File: src/rtl/rdma_xmit_arbiter.sv
// Packet-granular round-robin arbiter merging two AXI-Stream RDMA sources
// onto one transmit stream. A granted source owns the output until its TLAST
// beat is accepted. Arbitration spends one IDLE cycle per packet.
module rdma_xmit_arbiter #(
   parameter int DATA_WBITS = 512,
   parameter int DATA_WBYTS = DATA_WBITS/8
) (
   input  logic                  clk,
   input  logic                  resetn,
   input  logic                  enable,
   input  logic [DATA_WBITS-1:0] S0_TDATA,
   input  logic [DATA_WBYTS-1:0] S0_TKEEP,
   input  logic                  S0_TVALID,
   input  logic                  S0_TLAST,
   output logic                  S0_TREADY,
   input  logic [DATA_WBITS-1:0] S1_TDATA,
   input  logic [DATA_WBYTS-1:0] S1_TKEEP,
   input  logic                  S1_TVALID,
   input  logic                  S1_TLAST,
   output logic                  S1_TREADY,
   output logic [DATA_WBITS-1:0] M_TDATA,
   output logic [DATA_WBYTS-1:0] M_TKEEP,
   output logic                  M_TVALID,
   output logic                  M_TLAST,
   input  logic                  M_TREADY,
   output logic                  busy,
   output logic [31:0]           pkt_count0,
   output logic [31:0]           pkt_count1
);

   typedef enum logic {IDLE = 1'b0, XFER = 1'b1} state_t;

   state_t      state, state_nxt;
   logic        grant, grant_nxt;
   logic        last_grant, last_grant_nxt;
   logic        sel;
   logic        inc0, inc1;
   logic [31:0] cnt0, cnt1;

   assign pkt_count0 = cnt0;
   assign pkt_count1 = cnt1;

   // State register plus grant bookkeeping; last_grant resets to 1 so
   // source 0 wins the first contested arbitration.
   always_ff @(posedge clk) begin
      if (!resetn) begin
         state      <= IDLE;
         grant      <= 1'b0;
         last_grant <= 1'b1;
      end else begin
         state      <= state_nxt;
         grant      <= grant_nxt;
         last_grant <= last_grant_nxt;
      end
   end

   // Completed-packet counters; they wrap naturally at 2^32.
   always_ff @(posedge clk) begin
      if (!resetn) begin
         cnt0 <= '0;
         cnt1 <= '0;
      end else begin
         if (inc0) cnt0 <= cnt0 + 32'd1;
         if (inc1) cnt1 <= cnt1 + 32'd1;
      end
   end

   // Next-state, arbitration and output mux. Outputs depend only on state,
   // grant and the source/ready inputs; M_TREADY reaches only S[grant]_TREADY.
   always_comb begin
      state_nxt      = state;
      grant_nxt      = grant;
      last_grant_nxt = last_grant;
      sel            = 1'b0;
      inc0           = 1'b0;
      inc1           = 1'b0;
      busy           = 1'b0;
      M_TDATA        = S0_TDATA;
      M_TKEEP        = S0_TKEEP;
      M_TLAST        = S0_TLAST;
      M_TVALID       = 1'b0;
      S0_TREADY      = 1'b0;
      S1_TREADY      = 1'b0;
      case (state)
         IDLE: begin
            // Contested: pick the source that did not win last time.
            if (S0_TVALID && S1_TVALID) sel = ~last_grant;
            else                        sel = S1_TVALID;
            if (enable && (S0_TVALID || S1_TVALID)) begin
               grant_nxt      = sel;
               last_grant_nxt = sel;
               state_nxt      = XFER;
            end
         end
         XFER: begin
            busy = 1'b1;
            if (grant) begin
               M_TDATA   = S1_TDATA;
               M_TKEEP   = S1_TKEEP;
               M_TLAST   = S1_TLAST;
               M_TVALID  = S1_TVALID;
               S1_TREADY = M_TREADY;
            end else begin
               M_TDATA   = S0_TDATA;
               M_TKEEP   = S0_TKEEP;
               M_TLAST   = S0_TLAST;
               M_TVALID  = S0_TVALID;
               S0_TREADY = M_TREADY;
            end
            // Packet ends only when its TLAST beat is accepted downstream.
            if (M_TVALID && M_TREADY && M_TLAST) begin
               state_nxt = IDLE;
               inc0      = ~grant;
               inc1      = grant;
            end
         end
         default: state_nxt = IDLE;
      endcase
   end

endmodule
File: config.mk
export PLATFORM = sky130hd
export DESIGN_NAME = rdma_xmit_arbiter
export DESIGN_NICKNAME = d
export VERILOG_FILES = /design/src/rtl/rdma_xmit_arbiter.sv
export SDC_FILE = /design/constraint.sdc
export NUM_CORES = 1
export LEC_CHECK = 0
export BUFFER_PORTS_ARGS = -buffer_cell sky130_fd_sc_hd__buf_2
export CELL_PAD_IN_SITES_DETAIL_PLACEMENT = 1
export CELL_PAD_IN_SITES_GLOBAL_PLACEMENT = 2
export CORE_AREA = 2 2 709 711
export CTS_CLUSTER_DIAMETER = 80
export DETAILED_ROUTE_END_ITERATION = 8
export DIE_AREA = 0 0 711 713
export PLACE_DENSITY = 0.3
export SYNTH_ARGS = -nofsm -noshare
export SYNTH_HDL_FRONTEND = slang
export SYNTH_SLANG_ARGS = --single-unit
File: constraint.sdc
create_clock -name clk -period 2.9 [get_ports clk]
set_input_delay 0 -clock clk [delete_from_list [all_inputs] [get_ports clk]]
set_output_delay 0 -clock clk [all_outputs]
set_load 0.02 [all_outputs]
; Yosys cells after proc, flatten, opt, wreduce, memory -nomap -nowiden
; Index checks and enable logic that the tools add are counted.
[word_totals]
output_inout_bits = 645
inputBits = 1160
wordCells = 39
reg_bits = 67
[op_classes]
n_reduce_logical = 6
n_addsub = 2
mux = 23
bitwise = 3
[ops]
columns = op, n
row1 = 2-to-1 mux 512 bit, 2
row2 = 2-to-1 mux 64 bit, 2
row3 = "adder 32 x 1 -> 32 bit, second input constant", 2
row4 = 2-to-1 mux 1 bit, 18
row5 = logical AND 1 bit, 4
row6 = inverter 1 bit, 3
row7 = case mux 1 bit (2 select lines), 1
row8 = AND reduction 2 bit, 1
row9 = logical OR 1 bit, 1

; Depth between registers and ports, before layout
; Gate-level depths: netlist (run 1).
[depth]
word_depth = 6
depth_mapped = 7
depth_no_buf = 5

; Worst setup path before layout (run 1)
; No wires, ideal clock.
[synth_path]
path_kind = reg-to-reg
start = register cnt0[0], in the netlist pkt_count0[0]
end = register cnt0[26], in the netlist pkt_count0[26]
required_time_ns = 2.768
synth_period_minus_slack_ns = 2.085
setup_time_ns = 0.132
stages_incl_launch_ff = 8
slack_ns = 0.815
n_path_buf = 2
arrival_time_ns = 1.953
cell_sequence = dfxtp_1 -> ha_1 -> nand4_1 -> or4_1 -> buf_2 -> buf_2 -> o31ai_1 -> a21oi_1
[synth_via]
elab_chain_len = 1
[synth_rtl]
columns = item, line_no
row1 = "start, declared", 38  ; logic [31:0] cnt0, cnt1;
row2 = "start signal, assigned", 63  ; if (inc0) cnt0 <= cnt0 + 32'd1;
row3 = adder 32 x 1 -> 32 bit, 63
; Every way passes these cells.
; A chain may end at the register's enable or synchronous reset.

; Final worst setup path (run 1)
[layout_path]
start = register state
end = output M_TDATA[403]
[layout_via]
elab_chain_len = 1
[layout_rtl]
columns = item, line_no
row1 = "start, declared", 33  ; state_t state, state_nxt;
row2 = "start signal, assigned", 51  ; state <= state_nxt;
row3 = 2-to-1 mux 512 bit, 84  ; case (state)
row4 = "end, declared", 21  ; output logic [DATA_WBITS-1:0] M_TDATA,
; Every way passes these cells.

==> results_tabular.tex, run 1 <==
\begin{tabular}{lr}
\hline
Metric & Value \\
\hline
\multicolumn{2}{l}{\textbf{Detailed routing}} \\
Average routed wire per standard cell & 42.31 um \\
Total wire length & 410600 um \\
Total routed wire length on the met1 layer & 166100 um \\
Total DRC errors in the routed layout & 0 \\
Number of nets still failing antenna checks after routing & 0 \\
DR pass1 iterations & 5 \\
Highest routing layer actually used & met5 \\
Total via count in the routed design & 19890 \\
Routed met3 length & 46200 um \\
Detail-routed via count per cell & 2.050 \\
Met2 Wirelength & 187500 um \\
DRC violation total after the first TritonRoute iteration & 1064 \\
\multicolumn{2}{l}{\textbf{Clocking}} \\
Number of buffers added by the clock tree synthesis step & 9 \\
TritonCTS clock tree & built \\
Clock input transition at the sequential cells of the worst setup and hold paths & 60 ps \\
Clock root buffer & sky130\_fd\_sc\_hd\_\_clkbuf\_16 \\
Number of H-tree levels & 3 \\
Max Buffers Root-to-Sink & 2 \\
Number of cells upsized or downsized after cts & 0 \\
Number of clock sinks seen by CTS & 67 \\
Insertion delay of the later-clocked pin in the worst-skew pair & 370 ps \\
\multicolumn{2}{l}{\textbf{Logic synthesis}} \\
Number of synthesized flops with an enable pin & 0 \\
Synthesized area per cell & 9.678 um\^{}2 \\
Register bit count reported by yosys & 67 \\
Synthesis Warnings & 0 \\
Cell area after synthesis & 0.01014 mm\^{}2 \\
Number of nets in the synthesized netlist & 2210 \\
Count of unique library cells instantiated by Yosys & 42 \\
Gate count after technology mapping & 1048 \\
Ys async rst share & 0\% \\
Share of synthesized area occupied by flip-flops and latches & 13.22\% \\
Leading register cell type out of synthesis & sky130\_fd\_sc\_hd\_\_dfxtp\_1 \\
\multicolumn{2}{l}{\textbf{Global routing}} \\
Total track usage & 15.58\% \\
Initial antenna violation count & 620 \\
Global-route wire length before repair & 454900 um \\
Vias in the first global route & 18690 \\
Total grt overflow & 0 \\
Largest net degree at the start of global routing & 72 \\
\multicolumn{2}{l}{\textbf{Setup path}} \\
R2r startpoint & pkt\_count0[0] \\
Arrival @ worst endpoint & 2660 ps \\
Maximum net fanout on the critical path & 71 \\
Startpoint Class & flop \\
Endpoint class of the critical path & primary output \\
Capture point of the worst reg-to-reg path & pkt\_count0[16] \\
CP Data Required Time & 2900 ps \\
Critical path type & flop to primary output \\
Reg2Reg Setup Slack & 430 ps \\
Worst reg-to-reg path cell count & 6 \\
\multicolumn{2}{l}{\textbf{STA}} \\
Post-route minimum period & 2660 ps \\
Slew at the pin closest to its max-slew limit & 748.1 ps \\
Max Freq & 376.0 MHz \\
Final critical-path share of the clock period & 91.71\% \\
Max-slew headroom & 50.13\% \\
Post-Route Setup TNS & 0 ps \\
Fin. Hold Viols & 0 \\
Number of max-slew violations in the final report & 0 \\
Post-route setup slack & 240.5 ps \\
\# setup viols final & 0 \\
Max Clock Skew & 8.620 ps \\
Worst hold slack across all endpoints & 46.69 ps \\
Setup repair after global routing missed its margin & false \\
\multicolumn{2}{l}{\textbf{Die}} \\
Height of the die & 713 um \\
Initial standard-cell utilization of the core & 2.030\% \\
Width of the die & 711 um \\
I/O pin cnt & 1805 \\
Number of placement rows & 260 \\
Placeable core region & 0.4997 mm\^{}2 \\
Full die area & 0.5069 mm\^{}2 \\
\multicolumn{2}{l}{\textbf{Final layout}} \\
Nets & 3972 \\
Core occupancy in the finished layout & 5.698\% \\
Share of post-route cells with drive strength above 1 & 86.89\% \\
Number of non-filler instances in the completed layout & 9704 \\
Synthesis-to-layout area growth & 180.7\% \\
Post-layout instance area & 0.02847 mm\^{}2 \\
\multicolumn{2}{l}{\textbf{Power and ir drop}} \\
Leakage power of the design & 11.04 nW \\
Post-layout total power & 6.578 mW \\
Peak supply drop & 0.3002 mV \\
P per Cell Area & 231.1 mW/mm\^{}2 \\
\multicolumn{2}{l}{\textbf{Min path}} \\
Destination of the worst hold path & last\_grant \\
Worst min path class & input port to flop \\
Worst Hold Path Cells & 2 \\
Worst min-delay path startpoint & resetn \\
\multicolumn{2}{l}{\textbf{Placed design}} \\
Setup slack after placement & 441.6 ps \\
IO Port Bufs & 1804 \\
Post-placement cell count & 9479 \\
Estimated wirelength of the detail-placed design & 396900 um \\
Area post-placement & 0.02763 mm\^{}2 \\
Final estimated routing congestion in global placement & 1.096 \\
\multicolumn{2}{l}{\textbf{Status}} \\
Result of the run & finished, final reports clean \\
\multicolumn{2}{l}{\textbf{Job}} \\
Max\_cap viols & 0 \\
\hline
\end{tabular}
final cells by class:
type                            instances  area (um^2)
Multi-Input combinational cell        880         8406
Timing Repair Buffer                 1841         9492
Clock buffer                           16        311.5
Antenna cell                          208        520.5
Sequential cell                        67         1341
Fill cell                           60020       471200
Inverter                               11        41.29
Tap cell                             6681         8359
where the power goes:
part / leakage, nW / switching, mW / internal [mW]
clock: 0.157 / 0.486 / 0.722
sequential: 0.540 / 0.00763 / 0.924
combinational: 10.3 / 3.12 / 1.32
total: 11.0 / 3.61 / 2.97
logic make-up (layout without fill, tap and decap cells):
logic type,after synthesis,count (layout),share of synthesized area (%)
xor+xnor,17,17,1.468
fa+ha+maj,2,2,0.2467
buf+inv,101,1868,3.972
mux,586,586,64.96
other cells,0,208,0
flops,67,67,13.22
simple gates,190,190,10.99
compound gates,85,85,5.132
registers in the layout (all words and copies together), names as in the netlist:
register	count
state	1
pkt_count0	32
grant	1
pkt_count1	32
last_grant	1
worst max path at each step:
stage               slack [ps]  depth (start not counted)        endpoint           from
floorplan                  820                          7  pkt_count0[26]  pkt_count0[0]
global placement           420                          5  pkt_count0[22]          state
detailed placement         440                          5  pkt_count0[16]          state
CTS                        140                          6    M_TDATA[437]          state
global route               130                          6    M_TDATA[437]          state
finish                     240                          5    M_TDATA[403]          state
what timing repair did:
action / 4_1_cts / 5_1_grt
hold buffers: 1 / 0
setup endpoints to repair: 0 / 0
hold endpoints to repair: 1 / 0
setup buffers: 0 / 0
placed cells by master, fill, tap and decap left out, drive strengths merged, types with 2 or more instances in the layout:
cell type  instances
or3               15
nand4             19
o31ai             22
nand2             35
mux2             578
o21ai             13
diode            208
o41ai              7
nand2b             9
nor3               4
and3               3
ha                 2
clkbuf            16
or4b               5
nand3             26
dfxtp             67
and4              10
nor2              21
and2               2
o311ai             2
nor4              12
buf             1840
or4               25
a21oi             39
xor2               4
inv               11
mux2i              8
xnor2             13
nor2b              2
critical path, cell delays in order, from the launching register on:
cell                      delay, ps
sky130_fd_sc_hd__dfxtp_1        560
sky130_fd_sc_hd__nand2_4        180
sky130_fd_sc_hd__buf_12         210
sky130_fd_sc_hd__buf_12         170
sky130_fd_sc_hd__mux2_2         680
sky130_fd_sc_hd__buf_2          280
Yosys cell counts (all sizes together), types with 3 or more instances:
| cell | number | area share [%] |
|---|---|---|
| a21oi | 39 | 1.9 |
| and3 | 3 | 0.19 |
| and4 | 10 | 0.88 |
| buf | 7 | 0.48 |
| clkbuf | 83 | 3.1 |
| dfxtp | 67 | 13 |
| inv | 11 | 0.41 |
| mux2 | 578 | 64 |
| mux2i | 8 | 0.79 |
| nand2 | 35 | 1.3 |
| nand2b | 9 | 0.56 |
| nand3 | 26 | 1.3 |
| nand4 | 19 | 1.2 |
| nor2 | 21 | 0.78 |
| nor3 | 4 | 0.20 |
| nor4 | 12 | 0.74 |
| o21ai | 13 | 0.64 |
| o31ai | 22 | 1.6 |
| o41ai | 7 | 0.60 |
| or3 | 15 | 0.95 |
| or4 | 25 | 1.9 |
| or4b | 5 | 0.49 |
| xnor2 | 13 | 1.1 |
| xor2 | 4 | 0.35 |
per-layer routing:
layer	GRT usage [%]	vias up
met2	25.98	2040
met5	0	-
met1	18.54	9050
li1	-	7767
met4	1.988	150
met3	7.367	887
Note: power is estimated with default switching activity, not from simulation.
==> run 2, diff against run 1 <==
--- a/config.mk
+++ b/config.mk
@@ -8,10 +8,10 @@
 export BUFFER_PORTS_ARGS = -buffer_cell sky130_fd_sc_hd__buf_2
 export CELL_PAD_IN_SITES_DETAIL_PLACEMENT = 1
 export CELL_PAD_IN_SITES_GLOBAL_PLACEMENT = 2
-export CORE_AREA = 2 2 709 711
+export CORE_AREA = 2 2 698 700
 export CTS_CLUSTER_DIAMETER = 80
 export DETAILED_ROUTE_END_ITERATION = 8
-export DIE_AREA = 0 0 711 713
+export DIE_AREA = 0 0 700 702
 export PLACE_DENSITY = 0.3
 export SYNTH_ARGS = -nofsm -noshare
 export SYNTH_HDL_FRONTEND = slang
==> constraint.sdc (replaced) <==
create_clock -name clk -period 2.8 [get_ports clk]
set_input_delay 0 -clock clk [delete_from_list [all_inputs] [get_ports clk]]
set_output_delay 0 -clock clk [all_outputs]
set_load 0.02 [all_outputs]
==> results_tabular.tex, run 2 (synthesized netlist as in run 1, its figures left out) <==
\begin{tabular}{lr}
\hline
Metric & Value \\
\hline
\multicolumn{2}{l}{\textbf{STA}} \\
Fin. Hold Viols & 0 \\
\# setup viols final & 0 \\
Number of max-slew violations in the final report & 0 \\
Setup repair after global routing missed its margin & false \\
Final critical-path share of the clock period & 95.82\% \\
Max Clock Skew & 10.47 ps \\
Post-Route Setup TNS & 0 ps \\
Max-slew headroom & 34.60\% \\
Slew at the pin closest to its max-slew limit & 981.0 ps \\
Post-route minimum period & 2683 ps \\
Max Freq & 372.7 MHz \\
\multicolumn{2}{l}{\textbf{Global routing}} \\
Met2 usage & 26.37\% \\
Total track usage & 15.41\% \\
M3 GR Usage & 8.636\% \\
Initial antenna violation count & 613 \\
Global-route wire length before repair & 436600 um \\
Vias in the first global route & 18260 \\
Largest net degree at the start of global routing & 57 \\
Met1 Track Usage GR & 17.18\% \\
Most heavily used metal layer in global routing & met2 \\
Total grt overflow & 0 \\
\multicolumn{2}{l}{\textbf{Setup path}} \\
Startpoint Class & flop \\
R2r startpoint & state \\
Endpoint class of the critical path & primary output \\
CP Data Required Time & 2800 ps \\
Start point of the critical path & state \\
Arrival @ worst endpoint & 2680 ps \\
Critical path type & flop to primary output \\
Maximum net fanout on the critical path & 66 \\
\multicolumn{2}{l}{\textbf{Detailed routing}} \\
Total wire length & 395700 um \\
Detail-routed via count per cell & 2.056 \\
Total via count in the routed design & 19740 \\
Total DRC errors in the routed layout & 0 \\
Average routed wire per standard cell & 41.20 um \\
DR pass1 iterations & 5 \\
DRC violation total after the first TritonRoute iteration & 1232 \\
Number of nets still failing antenna checks after routing & 0 \\
\multicolumn{2}{l}{\textbf{Clocking}} \\
Clock root buffer & sky130\_fd\_sc\_hd\_\_clkbuf\_16 \\
Number of H-tree levels & 3 \\
Number of clock sinks seen by CTS & 67 \\
Clock input transition at the sequential cells of the worst setup and hold paths & 60 ps \\
TritonCTS clock tree & built \\
Number of buffers added by the clock tree synthesis step & 9 \\
Insertion delay of the later-clocked pin in the worst-skew pair & 350 ps \\
Max Buffers Root-to-Sink & 2 \\
Post-CTS Setup Bufs & 0 \\
\multicolumn{2}{l}{\textbf{Final layout}} \\
Commonest cells after routing, fill and taps aside & 1784 x sky130\_fd\_sc\_hd\_\_buf\_2, 578 x sky130\_fd\_sc\_hd\_\_mux2\_2, 67 x sky130\_fd\_sc\_hd\_\_dfxtp\_1, 39 x sky130\_fd\_sc\_hd\_\_a21oi\_1, 36 x sky130\_fd\_sc\_hd\_\_buf\_4 \\
Share of post-route cells with drive strength above 1 & 86.94\% \\
Number of filler instances in the final layout & 58100 \\
Area of the multi-input gates & 0.008406 mm\^{}2 \\
Number of non-filler instances in the completed layout & 9603 \\
Synthesis-to-layout area growth & 184.2\% \\
Most frequent standard cell in the layout excluding fill and tap cells & sky130\_fd\_sc\_hd\_\_buf\_2 \\
Nets & 3982 \\
Flip-flop and latch area & 0.001341 mm\^{}2 \\
\multicolumn{2}{l}{\textbf{Min path}} \\
Worst min path class & input port to flop \\
Worst min-delay path startpoint & S0\_TVALID \\
\multicolumn{2}{l}{\textbf{Power and ir drop}} \\
Power dissipated by switching net loads & 3.451 mW \\
Leakage power of the design & 11.18 nW \\
Reg power frac & 14.5\% \\
Net Sw Frac & 51.87\% \\
Internal power summed over all cells & 3.202 mW \\
P per Cell Area & 230.8 mW/mm\^{}2 \\
Peak supply drop & 0.2221 mV \\
Combinational group share of total power & 65.4\% \\
Clock share of power & 20.1\% \\
\multicolumn{2}{l}{\textbf{Placed design}} \\
IO Port Bufs & 1804 \\
Final estimated routing congestion in global placement & 1.013 \\
Estimated wirelength of the detail-placed design & 382700 um \\
Post-placement cell count & 9259 \\
\multicolumn{2}{l}{\textbf{Die}} \\
Number of placement rows & 256 \\
Initial standard-cell utilization of the core & 2.094\% \\
Height of the die & 702 um \\
I/O pin cnt & 1805 \\
Full die area & 0.4914 mm\^{}2 \\
Width of the die & 700 um \\
Placeable core region & 0.4843 mm\^{}2 \\
\multicolumn{2}{l}{\textbf{Status}} \\
Result of the run & finished, final reports clean \\
\multicolumn{2}{l}{\textbf{Job}} \\
Max\_cap viols & 0 \\
\hline
\end{tabular}
-- run 2: cell count changes in the layout (fill, tap and decap cells not counted) --
cell / before / now
sky130_fd_sc_hd__buf_16: 0 / 1
sky130_fd_sc_hd__clkbuf_8: 6 / 2
sky130_fd_sc_hd__clkinv_2: 0 / 1
sky130_fd_sc_hd__diode_2: 208 / 328
sky130_fd_sc_hd__buf_4: 25 / 36
sky130_fd_sc_hd__bufinv_16: 0 / 2
sky130_fd_sc_hd__clkinvlp_4: 0 / 1
sky130_fd_sc_hd__buf_12: 14 / 29
sky130_fd_sc_hd__buf_2: 1801 / 1784
-- run 2: stage by stage --
stage | hold WS, ps | total power [mW] | utilization, % | cell area (um^2) | setup WS [ps]
4_1_cts | 71.44 | 6.897 | 5.784 | 28010 | 9.452
6_report | 88.45 | 6.653 | 5.952 | 28830 | 117.1
2_1_floorplan | 161.2 | 2.322 | - | 10140 | 715.1
3_3_place_gp | 347.0 | 5.559 | 5.712 | 27670 | 401.4
5_1_grt | 100.2 | 6.975 | 5.825 | 28210 | 94.13
3_5_place_dp | 348.1 | 5.527 | 5.712 | 27670 | 370.1
-- run 2: worst paths after layout --
check,endpoint,slack [ps],cells after the start
max reg2reg,pkt_count1[28],460,4
min,grant,90,4
min reg2reg,pkt_count0[31],480,2
max,M_TDATA[428],120,5
-- run 2: critical path: stages (launching register included) --
cell and delay [ps]:
sky130_fd_sc_hd__dfxtp_1 560, sky130_fd_sc_hd__nand2_4 200, sky130_fd_sc_hd__buf_12 210, sky130_fd_sc_hd__buf_16 220
sky130_fd_sc_hd__mux2_2 580, sky130_fd_sc_hd__buf_2 230
-- run 2: layout make-up --
type / instances / share of cell area [%]
Tap cell: 6450 / 28.00
Antenna cell: 328 / 2.847
Inverter: 11 / 0.1432
Clock inverter: 4 / 0.2518
Timing Repair Buffer: 1851 / 34.06
Sequential cell: 67 / 4.653
Multi-Input combinational cell: 880 / 29.16
Clock buffer: 12 / 0.8898
-- run 2: layer usage --
| metal | share of wire [%] | routed length [um] |
|---|---|---|
| met5 | 0.31 | 1214 |
| met4 | 1.9 | 7422 |
| met3 | 14 | 54790 |
| met2 | 47 | 186800 |
| met1 | 37 | 145400 |
-- run 2: repair_timing --
| item | in CTS | in global routing |
|---|---|---|
| hold endpoints to repair | 1 | 0 |
| resized for setup | 1 | 0 |
| hold buffers | 1 | 0 |
| endpoints found under the setup margin | 4 | 5 |
-- run 2: power by group through the flow --
| stage | Clock (mW) | Combinational [mW] | Sequential (mW) |
|---|---|---|---|
| after floorplan | 0 | 1.34 | 0.982 |
| after global placement | 0 | 4.57 | 0.985 |
| after detailed placement | 0 | 4.54 | 0.985 |
| after CTS | 1.37 | 4.56 | 0.964 |
| after global routing | 1.41 | 4.60 | 0.964 |
| final | 1.34 | 4.35 | 0.964 |
==> run 3, diff against run 2 <==
--- a/config.mk
+++ b/config.mk
@@ -9,6 +9,7 @@
 export CELL_PAD_IN_SITES_DETAIL_PLACEMENT = 1
 export CELL_PAD_IN_SITES_GLOBAL_PLACEMENT = 2
 export CORE_AREA = 2 2 698 700
+export CTS_BUF_LIST = sky130_fd_sc_hd__clkbuf_4 sky130_fd_sc_hd__clkbuf_8 sky130_fd_sc_hd__clkbuf_16
 export CTS_CLUSTER_DIAMETER = 80
 export DETAILED_ROUTE_END_ITERATION = 8
 export DIE_AREA = 0 0 700 702
==> results_tabular.tex, run 3 (synthesized netlist as in run 1, its figures left out) <==
\begin{tabular}{lr}
\hline
Metric & Value \\
\hline
\multicolumn{2}{l}{\textbf{Status}} \\
Result of the run & finished, final reports clean \\
\multicolumn{2}{l}{\textbf{Power and ir drop}} \\
Leakage power of the design & 11.19 nW \\
Peak supply drop & 0.2212 mV \\
P per Cell Area & 231.1 mW/mm\^{}2 \\
\multicolumn{2}{l}{\textbf{Clocking}} \\
Number of H-tree levels & 3 \\
Clock root buffer & sky130\_fd\_sc\_hd\_\_clkbuf\_16 \\
Max Buffers Root-to-Sink & 2 \\
Number of buffers added by the clock tree synthesis step & 9 \\
TritonCTS clock tree & built \\
Post-CTS Setup Bufs & 0 \\
Clock input transition at the sequential cells of the worst setup and hold paths & 60 ps \\
Number of clock sinks seen by CTS & 67 \\
Insertion delay of the later-clocked pin in the worst-skew pair & 350 ps \\
\multicolumn{2}{l}{\textbf{Global routing}} \\
Vias in the first global route & 18260 \\
M3 GR Usage & 8.636\% \\
Total grt overflow & 0 \\
Total track usage & 15.41\% \\
Global-route wire length before repair & 436600 um \\
Met2 usage & 26.37\% \\
Largest net degree at the start of global routing & 57 \\
Initial antenna violation count & 613 \\
Met1 Track Usage GR & 17.18\% \\
Most heavily used metal layer in global routing & met2 \\
\multicolumn{2}{l}{\textbf{Placed design}} \\
Post-placement cell count & 9259 \\
Final estimated routing congestion in global placement & 1.013 \\
Area post-placement & 0.02767 mm\^{}2 \\
Estimated wirelength of the detail-placed design & 382700 um \\
IO Port Bufs & 1804 \\
\multicolumn{2}{l}{\textbf{STA}} \\
Worst hold slack across all endpoints & 89.12 ps \\
\# setup viols final & 0 \\
Post-Route Setup TNS & 0 ps \\
Max Clock Skew & 11.05 ps \\
Final critical-path share of the clock period & 96.20\% \\
Fin. Hold Viols & 0 \\
Number of max-slew violations in the final report & 0 \\
Max-slew headroom & 34.49\% \\
Setup repair after global routing missed its margin & false \\
Max Freq & 371.3 MHz \\
Slew at the pin closest to its max-slew limit & 982.6 ps \\
Post-route minimum period & 2693 ps \\
\multicolumn{2}{l}{\textbf{Detailed routing}} \\
Total via count in the routed design & 19760 \\
Total wire length & 395700 um \\
Total DRC errors in the routed layout & 0 \\
Detail-routed via count per cell & 2.056 \\
Average routed wire per standard cell & 41.17 um \\
DRC violation total after the first TritonRoute iteration & 1238 \\
DR pass1 iterations & 5 \\
Number of nets still failing antenna checks after routing & 0 \\
\multicolumn{2}{l}{\textbf{Die}} \\
I/O pin cnt & 1805 \\
Full die area & 0.4914 mm\^{}2 \\
Height of the die & 702 um \\
Number of placement rows & 256 \\
Width of the die & 700 um \\
Placeable core region & 0.4843 mm\^{}2 \\
Initial standard-cell utilization of the core & 2.094\% \\
\multicolumn{2}{l}{\textbf{Job}} \\
Max\_cap viols & 0 \\
\multicolumn{2}{l}{\textbf{Min path}} \\
Worst min path class & input port to flop \\
Worst min-delay path startpoint & S0\_TVALID \\
\multicolumn{2}{l}{\textbf{Final layout}} \\
Most frequent standard cell in the layout excluding fill and tap cells & sky130\_fd\_sc\_hd\_\_buf\_2 \\
Number of non-filler instances in the completed layout & 9612 \\
Commonest cells after routing, fill and taps aside & 1784 x sky130\_fd\_sc\_hd\_\_buf\_2, 578 x sky130\_fd\_sc\_hd\_\_mux2\_2, 67 x sky130\_fd\_sc\_hd\_\_dfxtp\_1, 39 x sky130\_fd\_sc\_hd\_\_a21oi\_1, 36 x sky130\_fd\_sc\_hd\_\_buf\_4 \\
Post-layout instance area & 0.02885 mm\^{}2 \\
Core occupancy in the finished layout & 5.957\% \\
Synthesis-to-layout area growth & 184.5\% \\
Nets & 3982 \\
Share of post-route cells with drive strength above 1 & 86.97\% \\
\multicolumn{2}{l}{\textbf{Setup path}} \\
Family with the most delay on the worst path & buffers and inverters \\
Critical path type & flop to primary output \\
Start point of the critical path & state \\
Maximum net fanout on the critical path & 66 \\
Cell with the biggest individual delay on the critical path & sky130\_fd\_sc\_hd\_\_mux2\_2 \\
CP peak stage delay & 580 ps \\
Arrival @ worst endpoint & 2690 ps \\
Buffering stage count on the worst path with inverters included & 3 \\
R2r startpoint & state \\
Endpoint class of the critical path & primary output \\
Cell breakdown of the critical path & nand2\_4 -> buf\_12 -> buf\_16 -> mux2\_2 -> buf\_2 \\
Startpoint Class & flop \\
CP Data Required Time & 2800 ps \\
\hline
\end{tabular}
==> run 3: cell count changes in the layout (fill, tap and decap cells not counted), sizes merged <==
cell	before	now
diode	328	337
==> run 3: through the flow <==
step	setup WS, ps	power (mW)
6_report	106.5	6.667
5_1_grt	94.13	6.985
4_1_cts	9.452	6.907
3_5_place_dp	370.1	5.527
3_3_place_gp	401.4	5.559
2_1_floorplan	715.1	2.322
==> run 3: final timing paths <==
check                   end  depth (start not counted)  slack [ps]
min                   grant                          4          90
min reg2reg  pkt_count0[31]                          2         480
max            M_TDATA[428]                          5         110
max reg2reg  pkt_count1[28]                          4         460
==> run 3: worst min-delay path, cell delays in order <==
cell and delay (ps):
sky130_fd_sc_hd__buf_2 170, sky130_fd_sc_hd__nand2_1 100, sky130_fd_sc_hd__a32oi_1 50, sky130_fd_sc_hd__nor2_1 70
==> run 3: repair_timing <==
action / in CTS / in global routing
gates resized for setup: 1 / 0
setup endpoints to repair: 4 / 5
endpoints found under the hold margin: 1 / 0
cloned: 0 / 0
hold buffers: 1 / 0
==> run 3: layout make-up <==
class	count	area, um^2
Clock inverter	4	72.57
Antenna cell	337	843.3
Inverter	11	41.29
Fill cell	58100	455500
Multi-Input combinational cell	880	8406
Sequential cell	67	1341
Timing Repair Buffer	1851	9817
Clock buffer	12	260.3
Tap cell	6450	8070
==> run 3: metal layers <==
metal | share of wire (%) | vias to the layer above
met5 | 0.31 | -
met4 | 1.9 | 192
met3 | 14 | 779
met2 | 47 | 1804
met1 | 37 | 9027
li1 | - | 7959
==> run 3: power breakdown <==
part,total (mW),internal (mW),switching (mW)
registers,0.964,0.956,0.00771
logic,4.35,1.42,2.94
clock network,1.35,0.839,0.509
total,6.67,3.21,3.45
